<file path="src/rtl/ram_loader_pkg.sv">
// rtl/ram_loader_pkg.sv - shared constants and state encodings for the serial RAM loader
package ram_loader_pkg;

    localparam logic [7:0] LOADER_SYNC = 8'hA5;
    localparam int         RAM_DEPTH   = 16;

    typedef enum logic [1:0] {
        ST_IDLE  = 2'd0,
        ST_LOAD  = 2'd1,
        ST_CHECK = 2'd2
    } loader_state_t;

    typedef enum logic [1:0] {
        RX_IDLE  = 2'd0,
        RX_START = 2'd1,
        RX_DATA  = 2'd2,
        RX_STOP  = 2'd3
    } rx_state_t;

endpackage

</file>
<file path="src/rtl/uart_rx_8n1.sv">
// rtl/uart_rx_8n1.sv - 8N1 UART receiver with mid-bit sampling and framing error strobe
module uart_rx_8n1
    import ram_loader_pkg::*;
#(
    parameter int CLKS_PER_BIT = 434
) (
    input  logic       clk,
    input  logic       clr,
    input  logic       rx,
    output logic [7:0] data,
    output logic       valid,
    output logic       frame_err
);

    localparam int            CW   = $clog2(CLKS_PER_BIT);
    localparam logic [CW-1:0] HALF = CW'(CLKS_PER_BIT / 2 - 1);
    localparam logic [CW-1:0] FULL = CW'(CLKS_PER_BIT - 1);

    rx_state_t     state, state_n;
    logic [CW-1:0] cnt, cnt_n;
    logic [2:0]    bit_idx, bit_idx_n;
    logic [7:0]    shift, shift_n;
    logic [7:0]    data_n;
    logic          valid_n, frame_err_n;
    logic          rx_meta, rx_sync, rx_prev;

    always_ff @(posedge clk) begin
        if (clr) begin
            rx_meta   <= 1'b1;
            rx_sync   <= 1'b1;
            rx_prev   <= 1'b1;
            state     <= RX_IDLE;
            cnt       <= '0;
            bit_idx   <= '0;
            shift     <= '0;
            data      <= '0;
            valid     <= 1'b0;
            frame_err <= 1'b0;
        end else begin
            rx_meta   <= rx;
            rx_sync   <= rx_meta;
            rx_prev   <= rx_sync;
            state     <= state_n;
            cnt       <= cnt_n;
            bit_idx   <= bit_idx_n;
            shift     <= shift_n;
            data      <= data_n;
            valid     <= valid_n;
            frame_err <= frame_err_n;
        end
    end

    always_comb begin
        state_n     = state;
        cnt_n       = cnt + CW'(1);
        bit_idx_n   = bit_idx;
        shift_n     = shift;
        data_n      = data;
        valid_n     = 1'b0;
        frame_err_n = 1'b0;
        case (state)
            RX_IDLE: begin
                cnt_n = '0;
                if (rx_prev && !rx_sync) state_n = RX_START;
            end
            RX_START: begin
                // a start bit that is high again at mid-bit was only a glitch
                if (cnt == HALF) begin
                    cnt_n     = '0;
                    bit_idx_n = '0;
                    state_n   = rx_sync ? RX_IDLE : RX_DATA;
                end
            end
            RX_DATA: begin
                if (cnt == FULL) begin
                    cnt_n     = '0;
                    shift_n   = {rx_sync, shift[7:1]};
                    bit_idx_n = bit_idx + 3'd1;
                    if (bit_idx == 3'd7) state_n = RX_STOP;
                end
            end
            RX_STOP: begin
                // returning to idle at mid stop bit lets the next start edge be caught
                if (cnt == FULL) begin
                    state_n = RX_IDLE;
                    if (rx_sync) begin
                        data_n  = shift;
                        valid_n = 1'b1;
                    end else begin
                        frame_err_n = 1'b1;
                    end
                end
            end
            default: state_n = RX_IDLE;
        endcase
    end

endmodule

</file>
<file path="src/rtl/ram_loader.sv">
// rtl/ram_loader.sv - UART bootloader that validates a sync/checksum frame and fills a 16-byte RAM
module ram_loader
    import ram_loader_pkg::*;
#(
    parameter int CLKS_PER_BIT = 434,
    parameter int TIMEOUT_CYC  = 1048576
) (
    input  logic       clk,
    input  logic       clr,
    input  logic       rx,
    output logic       ram_we,
    output logic [3:0] ram_addr,
    output logic [7:0] ram_data,
    output logic       cpu_hold,
    output logic       done,
    output logic       err
);

    localparam int            TW       = $clog2(TIMEOUT_CYC);
    localparam logic [TW-1:0] TMO_LAST = TW'(TIMEOUT_CYC - 1);
    localparam logic [3:0]    IDX_LAST = 4'(RAM_DEPTH - 1);

    logic [7:0]    rx_data;
    logic          rx_valid, rx_ferr;

    loader_state_t state, state_n;
    logic [3:0]    idx, idx_n;
    logic [7:0]    sum, sum_n;
    logic [TW-1:0] tmo, tmo_n;
    logic          tmo_hit;
    logic          we_n, hold_n, done_n, err_n;
    logic [3:0]    addr_n;
    logic [7:0]    wdata_n;

    uart_rx_8n1 #(.CLKS_PER_BIT(CLKS_PER_BIT)) u_rx (
        .clk       (clk),
        .clr       (clr),
        .rx        (rx),
        .data      (rx_data),
        .valid     (rx_valid),
        .frame_err (rx_ferr)
    );

    assign tmo_hit = (tmo == TMO_LAST);

    always_ff @(posedge clk) begin
        if (clr) begin
            state    <= ST_IDLE;
            idx      <= '0;
            sum      <= '0;
            tmo      <= '0;
            ram_we   <= 1'b0;
            ram_addr <= '0;
            ram_data <= '0;
            cpu_hold <= 1'b0;
            done     <= 1'b0;
            err      <= 1'b0;
        end else begin
            state    <= state_n;
            idx      <= idx_n;
            sum      <= sum_n;
            tmo      <= tmo_n;
            ram_we   <= we_n;
            ram_addr <= addr_n;
            ram_data <= wdata_n;
            cpu_hold <= hold_n;
            done     <= done_n;
            err      <= err_n;
        end
    end

    always_comb begin
        state_n = state;
        idx_n   = idx;
        sum_n   = sum;
        tmo_n   = tmo + TW'(1);
        we_n    = 1'b0;
        addr_n  = ram_addr;
        wdata_n = ram_data;
        hold_n  = cpu_hold;
        done_n  = 1'b0;
        err_n   = err;
        case (state)
            ST_IDLE: begin
                tmo_n = '0;
                if (rx_valid && rx_data == LOADER_SYNC) begin
                    state_n = ST_LOAD;
                    idx_n   = '0;
                    sum_n   = '0;
                    err_n   = 1'b0;
                    hold_n  = 1'b1;
                end
            end
            ST_LOAD: begin
                // a sync value here is ordinary data; no resync inside a frame
                if (rx_valid) begin
                    tmo_n   = '0;
                    we_n    = 1'b1;
                    addr_n  = idx;
                    wdata_n = rx_data;
                    sum_n   = sum + rx_data;
                    idx_n   = idx + 4'd1;
                    if (idx == IDX_LAST) state_n = ST_CHECK;
                end else if (rx_ferr || tmo_hit) begin
                    err_n   = 1'b1;
                    state_n = ST_IDLE;
                end
            end
            ST_CHECK: begin
                if (rx_valid) begin
                    state_n = ST_IDLE;
                    if (rx_data == sum) begin
                        done_n = 1'b1;
                        hold_n = 1'b0;
                    end else begin
                        err_n = 1'b1;
                    end
                end else if (rx_ferr || tmo_hit) begin
                    err_n   = 1'b1;
                    state_n = ST_IDLE;
                end
            end
            default: state_n = ST_IDLE;
        endcase
    end

endmodule

</file>
<file path="config.mk">
export PLATFORM = sky130hd
export DESIGN_NAME = ram_loader
export DESIGN_NICKNAME = d
export VERILOG_FILES = /design/src/rtl/ram_loader_pkg.sv /design/src/rtl/uart_rx_8n1.sv /design/src/rtl/ram_loader.sv
export SDC_FILE = /design/constraint.sdc
export NUM_CORES = 1
export LEC_CHECK = 0
export BUFFER_PORTS_ARGS = -buffer_cell sky130_fd_sc_hd__buf_2
export CAP_MARGIN = 20
export CORE_ASPECT_RATIO = 1.4
export CORE_MARGIN = 3
export CORE_UTILIZATION = 50
export DETAILED_ROUTE_END_ITERATION = 10
export PLACE_DENSITY = 0.7
export SETUP_SLACK_MARGIN = 0.05
export SYNTH_ARGS = -nofsm -noshare
export SYNTH_HDL_FRONTEND = slang
export SYNTH_HIERARCHICAL = 1
export SYNTH_SLANG_ARGS = --single-unit
</file>
<file path="constraint.sdc">
create_clock -name clk -period 2 [get_ports clk]
set_input_delay 0.1 -clock clk [delete_from_list [all_inputs] [get_ports clk]]
set_output_delay 0.1 -clock clk [all_outputs]
set_load 0.05 [all_outputs]
</file>
==> key figures, run 1 <==
Logic synthesis
  – Synth Register Bits: 85
  – Synth async-reset ratio: 0
  – Area leader, netlist: dfxtp_1
  – Post-synthesis sequential area ratio: 0.426
  – Post-Syn Area per Cell: 9.18 µm²
  – Yosys Warn Count: 6
  – Area contributors post-synth: dfxtp_1 43%, nor2_1 6.0%, ha_1 6.0%
  – Synth top area share: 0.426
  – Post-synth EDFFs: 0
  – Ys flop type: dfxtp_1
  – Net Count, Synth: 458
  – Synth cell types: 63
  – Mapped Cells: 435
  – Mapped Area: 3990 µm²

Clock network
  – Clock Latency Late Sink: 0.37 ns
  – TritonCTS clock tree: yes
  – H-tree levels: 3
  – Clock Tree Root: clkbuf_8
  – CTS max path bufs: 2
  – CTS Sinks: 85
  – Cts bufs inserted: 9
  – Worst-path clk slew: 0.09 ns

Drt
  – Drt total wl: 8040 µm
  – Residual DRC: 0
  – Final antenna-violating net count: 0
  – Via count: 3094
  – DRT Pass-1 Iters: 4
  – WL per Instance: 13.9 µm
  – DR iter-0 viols: 153
  – Vias per cell: 5.36

Final layout
  – Most common cell after layout, fill and taps aside: dfxtp_1
  – Area of the multi-input gates: 2240 µm²
  – FF+latch area: 1710 µm²
  – Most frequent cells in the layout: 80 x dfxtp_1, 64 x nor2_1, 40 x nand2_1, 23 x buf_4, 21 x inv_1
  – Layout cells sized above 1: 0.213
  – Diode count: 0
  – Fillers: 635
  – Layout area overhead: 16.2%
  – Fin util: 0.615
  – Fin nets: 498

Timing
  – Max-slew headroom: 0.674
  – Clock period minus final worst setup slack: 1.89 ns
  – Final hold violation count: 0
  – Final Cycle Share: 0.946
  – Worst-Margin Slew: 0.486 ns
  – RSZ-0062 raised after global routing: true
  – TNS Setup: 0 ns
  – Fmax: 529 MHz
  – Final Max Tran Viols: 0
  – Final Setup Violations: 0
  – Clock Skew: 0.0104 ns

Pwr
  – Power density over cell area: 681 nW/µm²
  – Peak VDD IR: 403 µV
  – Switch Pwr: 0.872 mW
  – Int Power: 2.29 mW
  – Clock power share: 0.367
  – Logic pwr share: 0.086
  – Final Power: 3.16 mW
  – Switching share of power: 0.276
  – Seq pwr share: 0.548
  – P_leak: 1.77 nW

Setup path
  – CP Data Required Time: 2.27 ns
  – CP Class: reg2reg
  – Element type at the critical path start: flip-flop
  – CP Max Fanout: 5
  – Crit path capture type: flip-flop
  – Arrival @ worst endpoint: 2.16 ns

Floorplanning
  – Total die area: 9110 µm²
  – Total I/O pin count: 19
  – Row count: 37
  – Die X: 81.5 µm
  – Core Region: 7550 µm²
  – Starting Density: 0.529
  – Die Y: 112 µm

GRT
  – Remaining global-route overflow: 0
  – Number of antenna violations at the first check in global routing: 0
  – Vias in the first global route: 2983
  – First-pass GRT wire length: 13300 µm
  – Pin count of the biggest net entering global routing: 33
  – Gr usage total: 0.188

Placed design
  – Post-DP HPWL: 5720 µm
  – PortBufs: 18
  – RePlAce Congestion: 0.861

Outcome
  – Status: completed

Flow run
  – Max-Cap Viols: 0

Hold path
  – Hold/Removal Path Class: reg2reg
-- layout make-up --
type / count / area share
clock buffers: 9 / 0.0267
well taps: 97 / 0.0261
repair buffers: 45 / 0.0658
flip-flops and latches: 85 / 0.368
multi-input cells: 313 / 0.483
inverters: 21 / 0.0170
clock inverters: 7 / 0.0127
-- routing by layer --
metal	track usage	wire length, µm
met1	0.220	3520
met2	0.310	4080
met3	0.0502	260
met4	0.0913	178
met5	0	0
-- registers in the layout, summed over array words and instances, names as in the netlist, named ones only --
| register | cells |
|---|---|
| cpu_hold | 1 |
| u_rx/frame_err | 1 |
| tmo | 20 |
| ram_addr | 4 |
| u_rx/cnt | 9 |
| u_rx/data | 8 |
| u_rx/shift | 8 |
| err | 1 |
| ram_we | 1 |
| ram_data | 8 |
| idx | 4 |
| done | 1 |
| sum | 8 |
| u_rx/rx_meta | 1 |
| u_rx/rx_prev | 1 |
| u_rx/state | 1 |
| state | 2 |
| u_rx/bit_idx | 3 |
| u_rx/valid | 1 |
| u_rx/rx_sync | 1 |
-- cells in the mapped netlist (3+ instances only) --
master and count:
nor2b_1 3, xnor2_1 13, nor3_1 5, inv_1 21
xor2_1 19, nand4_1 11, clkbuf_1 11, mux2i_1 16
o41ai_1 4, dfxtp_1 85, a21oi_1 21, nand3_1 18
or2_2 6, a22oi_1 5, and3_1 4, nand2_1 40
o21ai_0 6, o2111ai_1 3, nor2_1 64, ha_1 19
nand2b_1 6, nor3b_1 3
-- cell families after synthesis --
| family | Yosys count | share of synthesized area |
|---|---|---|
| compound gates | 61 | 0.112 |
| xor+xnor | 32 | 0.0702 |
| fa+ha+maj | 20 | 0.0645 |
| buf+inv | 37 | 0.0414 |
| flops | 85 | 0.426 |
| mux | 16 | 0.0401 |
| simple gates | 184 | 0.246 |
-- worst max-delay path: stages (launching register included) --
cell and delay (ns):
dfxtp_2 0.36, ha_1 0.34, nor4_2 0.38, a31oi_1 0.14, o211ai_1 0.23, a21oi_1 0.06
o221a_2 0.27
-- repair_timing --
item | 4_1_cts | 5_1_grt
endpoints found under the setup margin | 3 | 8
hold buffers | 2 | 0
buffers inserted | 0 | 2
pin swaps | 1 | 9
gates resized for setup | 2 | 24
endpoints found under the hold margin | 3 | 0
gates cloned | 0 | 0
-- worst paths after layout --
kind                start      endpoint  slack [ns]  depth (start not counted)
max          u_rx/data[1]           err        0.11                          6
min          u_rx/rx_meta  u_rx/rx_sync        0.40                          1
max reg2reg  u_rx/data[1]           err        0.11                          6
min reg2reg  u_rx/rx_meta  u_rx/rx_sync        0.40                          1
-- stage by stage --
stage	instance area, µm²	hold slack [ns]	worst slack [ns]	instances
floorplan	3990	0.204	0.125	435
global placement	4290	0.286	0.0733	557
detailed placement	4290	0.284	0.0482	557
CTS	4500	0.410	0.0370	575
global route	4640	0.426	0.0253	577
finish	4640	0.404	0.108	577
-- power by group through the flow --
stage / clock network [mW] / registers (mW) / logic, mW
finish: 1.16 / 1.73 / 0.270
floorplan: 0 / 1.79 / 0.159
global route: 1.26 / 1.73 / 0.296
global placement: 0 / 1.77 / 0.245
CTS: 1.19 / 1.73 / 0.252
detailed placement: 0 / 1.77 / 0.248
(Power assumes the default switching activity.)
==> run 2: changes to the inputs <==
--- a/config.mk
+++ b/config.mk
@@ -11,7 +11,7 @@
 export CORE_MARGIN = 3
 export CORE_UTILIZATION = 50
 export DETAILED_ROUTE_END_ITERATION = 10
-export PLACE_DENSITY = 0.7
+export PLACE_DENSITY = 0.67
 export SETUP_SLACK_MARGIN = 0.05
 export SYNTH_ARGS = -nofsm -noshare
 export SYNTH_HDL_FRONTEND = slang
==> constraint.sdc (replaced) <==
create_clock -name clk -period 1.8 [get_ports clk]
set_input_delay 0.09 -clock clk [delete_from_list [all_inputs] [get_ports clk]]
set_output_delay 0.09 -clock clk [all_outputs]
set_load 0.05 [all_outputs]
==> run 2 against run 1 <==
Effect of this change:
- non-clock buffer count increased by 22
- wire length increased by 8.5%
- critical path depth increased by 1
- die area stayed put
- via count grew 6.5%
- sequential share of layout area is 2.1 points lower
- largest cell class unchanged
- largest power group unchanged
==> key figures, run 2 (synthesis results as in run 1) <==
Pwr
  – Clock power share: 0.408 (+0.041)
  – Int Power: 2.86 mW (+25%)
  – Switch Pwr: 0.928 mW (+6.3%)
  – Logic pwr share: 0.086 (about the same)
  – P_leak: 1.93 nW (+8.7%)
  – Seq pwr share: 0.506 (-0.042)
  – Switching share of power: 0.245 (-0.0314)
  – Final Power: 3.79 mW (+20%)
  – Power density over cell area: 765 nW/µm² (+12%)
  – Peak VDD IR: 524 µV (+30%)

Final layout
  – Most common cell after layout, fill and taps aside: dfxtp_1
  – Design area: 4950 µm² (+6.7%)
  – Layout area overhead: 24.1%
  – Most frequent cells in the layout: 74 x dfxtp_1, 63 x nor2_1, 41 x buf_4, 39 x nand2_1, 21 x inv_1
  – FF+latch area: 1720 µm² (+0.73%)
  – Final Instance Count excl. Fillers: 599 (+3.8%)
  – Fin nets: 520 (+4.4%)
  – Reg with most FFs: tmo
  – Fillers: 613 (-3.5%)
  – Diode count: 0 (unchanged)
  – Number of flip-flops in the largest register: 20 (unchanged)
  – Largest regs: tmo (20), u_rx/cnt (9)
  – Layout cells sized above 1: 0.281 (+0.0684)
  – Fin util: 0.657 (+0.0415)
  – Area of the multi-input gates: 2310 µm² (+3.1%)

Drt
  – Vias per cell: 5.50 (+2.6%)
  – DRT Pass-1 Iters: 4 (unchanged)
  – Residual DRC: 0 (unchanged)
  – DR iter-0 viols: 126 (-18%)
  – Final antenna-violating net count: 0 (unchanged)
  – Via count: 3294 (+6.5%)
  – WL per Instance: 14.6 µm (+4.5%)
  – Drt total wl: 8720 µm (+8.5%)

Placed design
  – RePlAce Congestion: 0.920 (+6.8%)
  – Area after DPL: 4450 µm² (+3.6%)
  – Placed cell count: 575 (+3.2%)
  – Post-DP HPWL: 6100 µm (+6.7%)
  – PortBufs: 18 (unchanged)
  – Worst slack at placement: -0.0759 ns (-0.124 ns)

GRT
  – Number of antenna violations at the first check in global routing: 0 (unchanged)
  – Vias in the first global route: 3282 (+10%)
  – Remaining global-route overflow: 0 (unchanged)
  – Gr usage total: 0.208 (+0.0201)
  – First-pass GRT wire length: 14900 µm (+11%)
  – Pin count of the biggest net entering global routing: 38 (+15%)

Timing
  – Worst-Margin Slew: 0.459 ns (-0.0269 ns)
  – Final Cycle Share: 0.996 (+0.0502)
  – Final Max Tran Viols: 0 (unchanged)
  – Final hold violation count: 0 (unchanged)
  – Max-slew headroom: 0.692 (+0.0181)
  – WHS: 0.0904 ns (-0.314 ns)
  – Clock Skew: 0.00797 ns (-0.00245 ns)
  – Fmax: 558 MHz (+5.5%)
  – Clock period minus final worst setup slack: 1.79 ns (-0.0989 ns)
  – Final Setup Violations: 0 (unchanged)
  – RSZ-0062 raised after global routing: true
  – PnR worst setup slack: 0.00689 ns (-0.101 ns)
  – TNS Setup: 0 ns (unchanged)

Setup path
  – Arrival @ worst endpoint: 2.05 ns (-0.11 ns)
  – Element type at the critical path start: flip-flop
  – Crit path capture type: flip-flop
  – R2R Path Start: u_rx/data[0]
  – CP Data Required Time: 2.05 ns (-0.22 ns)
  – CP Class: reg2reg
  – Critical path origin: u_rx/data[0]
  – CP Max Fanout: 4 (-1)

Clock network
  – Clock Latency Late Sink: 0.36 ns (about the same)
  – Cts bufs inserted: 9 (unchanged)
  – TritonCTS clock tree: yes
  – CTS Sinks: 85 (unchanged)
  – CTS max path bufs: 2 (unchanged)
  – H-tree levels: 3 (unchanged)
  – Worst-path clk slew: 0.09 ns (about the same)
  – Clock Tree Root: clkbuf_8

Flow run
  – Max-Cap Viols: 0 (unchanged)

Floorplanning
  – Total die area: 9110 µm² (unchanged)
  – Starting Density: 0.529 (unchanged)
  – Row count: 37 (unchanged)
  – Core Region: 7550 µm² (unchanged)
  – Total I/O pin count: 19 (unchanged)
  – Die Y: 112 µm (unchanged)
  – Die X: 81.5 µm (unchanged)

Outcome
  – Status: completed

Hold path
  – Worst hold start: clr
  – Hold/Removal Path Class: in2reg
## run 2: final cells by class
type,count,area share
sequential,85,0.348
clock buffer,10,0.0278
multi-input combinational,313,0.467
inverter,21,0.0159
clock inverter,6,0.0189
tap,97,0.0245
timing repair buffer,67,0.0982
## run 2: layer usage
metal,vias to the layer above,track usage,share of wire
li1,1628,-,-
met1,1592,0.230,0.42
met2,52,0.352,0.52
met3,22,0.0388,0.029
met4,0,0.136,0.039
met5,-,0,0
## run 2: worst paths after layout
kind	to	slack (ns)	cells past startpoint
worst min-delay path	sum[5]	0.09	2
worst max-delay path	sum[7]	0.007	7
worst min register to register	u_rx/rx_sync	0.41	1
worst max register to register	sum[7]	0.007	7
## run 2: what timing repair did
action                                 4_1_cts  5_1_grt
hold buffers                                 1        0
endpoints found under the hold margin        1        0
setup endpoints to repair                   12       37
gates resized for setup                     22       24
buffers inserted                             5        2
pin swaps                                   15       10
## run 2: power groups by stage
stage,registers (mW),logic (mW),clock network (mW)
detailed placement,1.97,0.298,0
floorplan,1.98,0.183,0
global route,1.92,0.355,1.66
CTS,1.92,0.319,1.60
finish,1.92,0.327,1.55
global placement,1.96,0.295,0
## run 2: worst max-delay path, stage by stage (launching register included)
cell and delay, ns:
dfxtp_2 0.38, buf_6 0.12, nand2b_4 0.06, o41ai_4 0.36, buf_4 0.21, nand2_4 0.05, and3_1 0.17, or3b_1 0.34
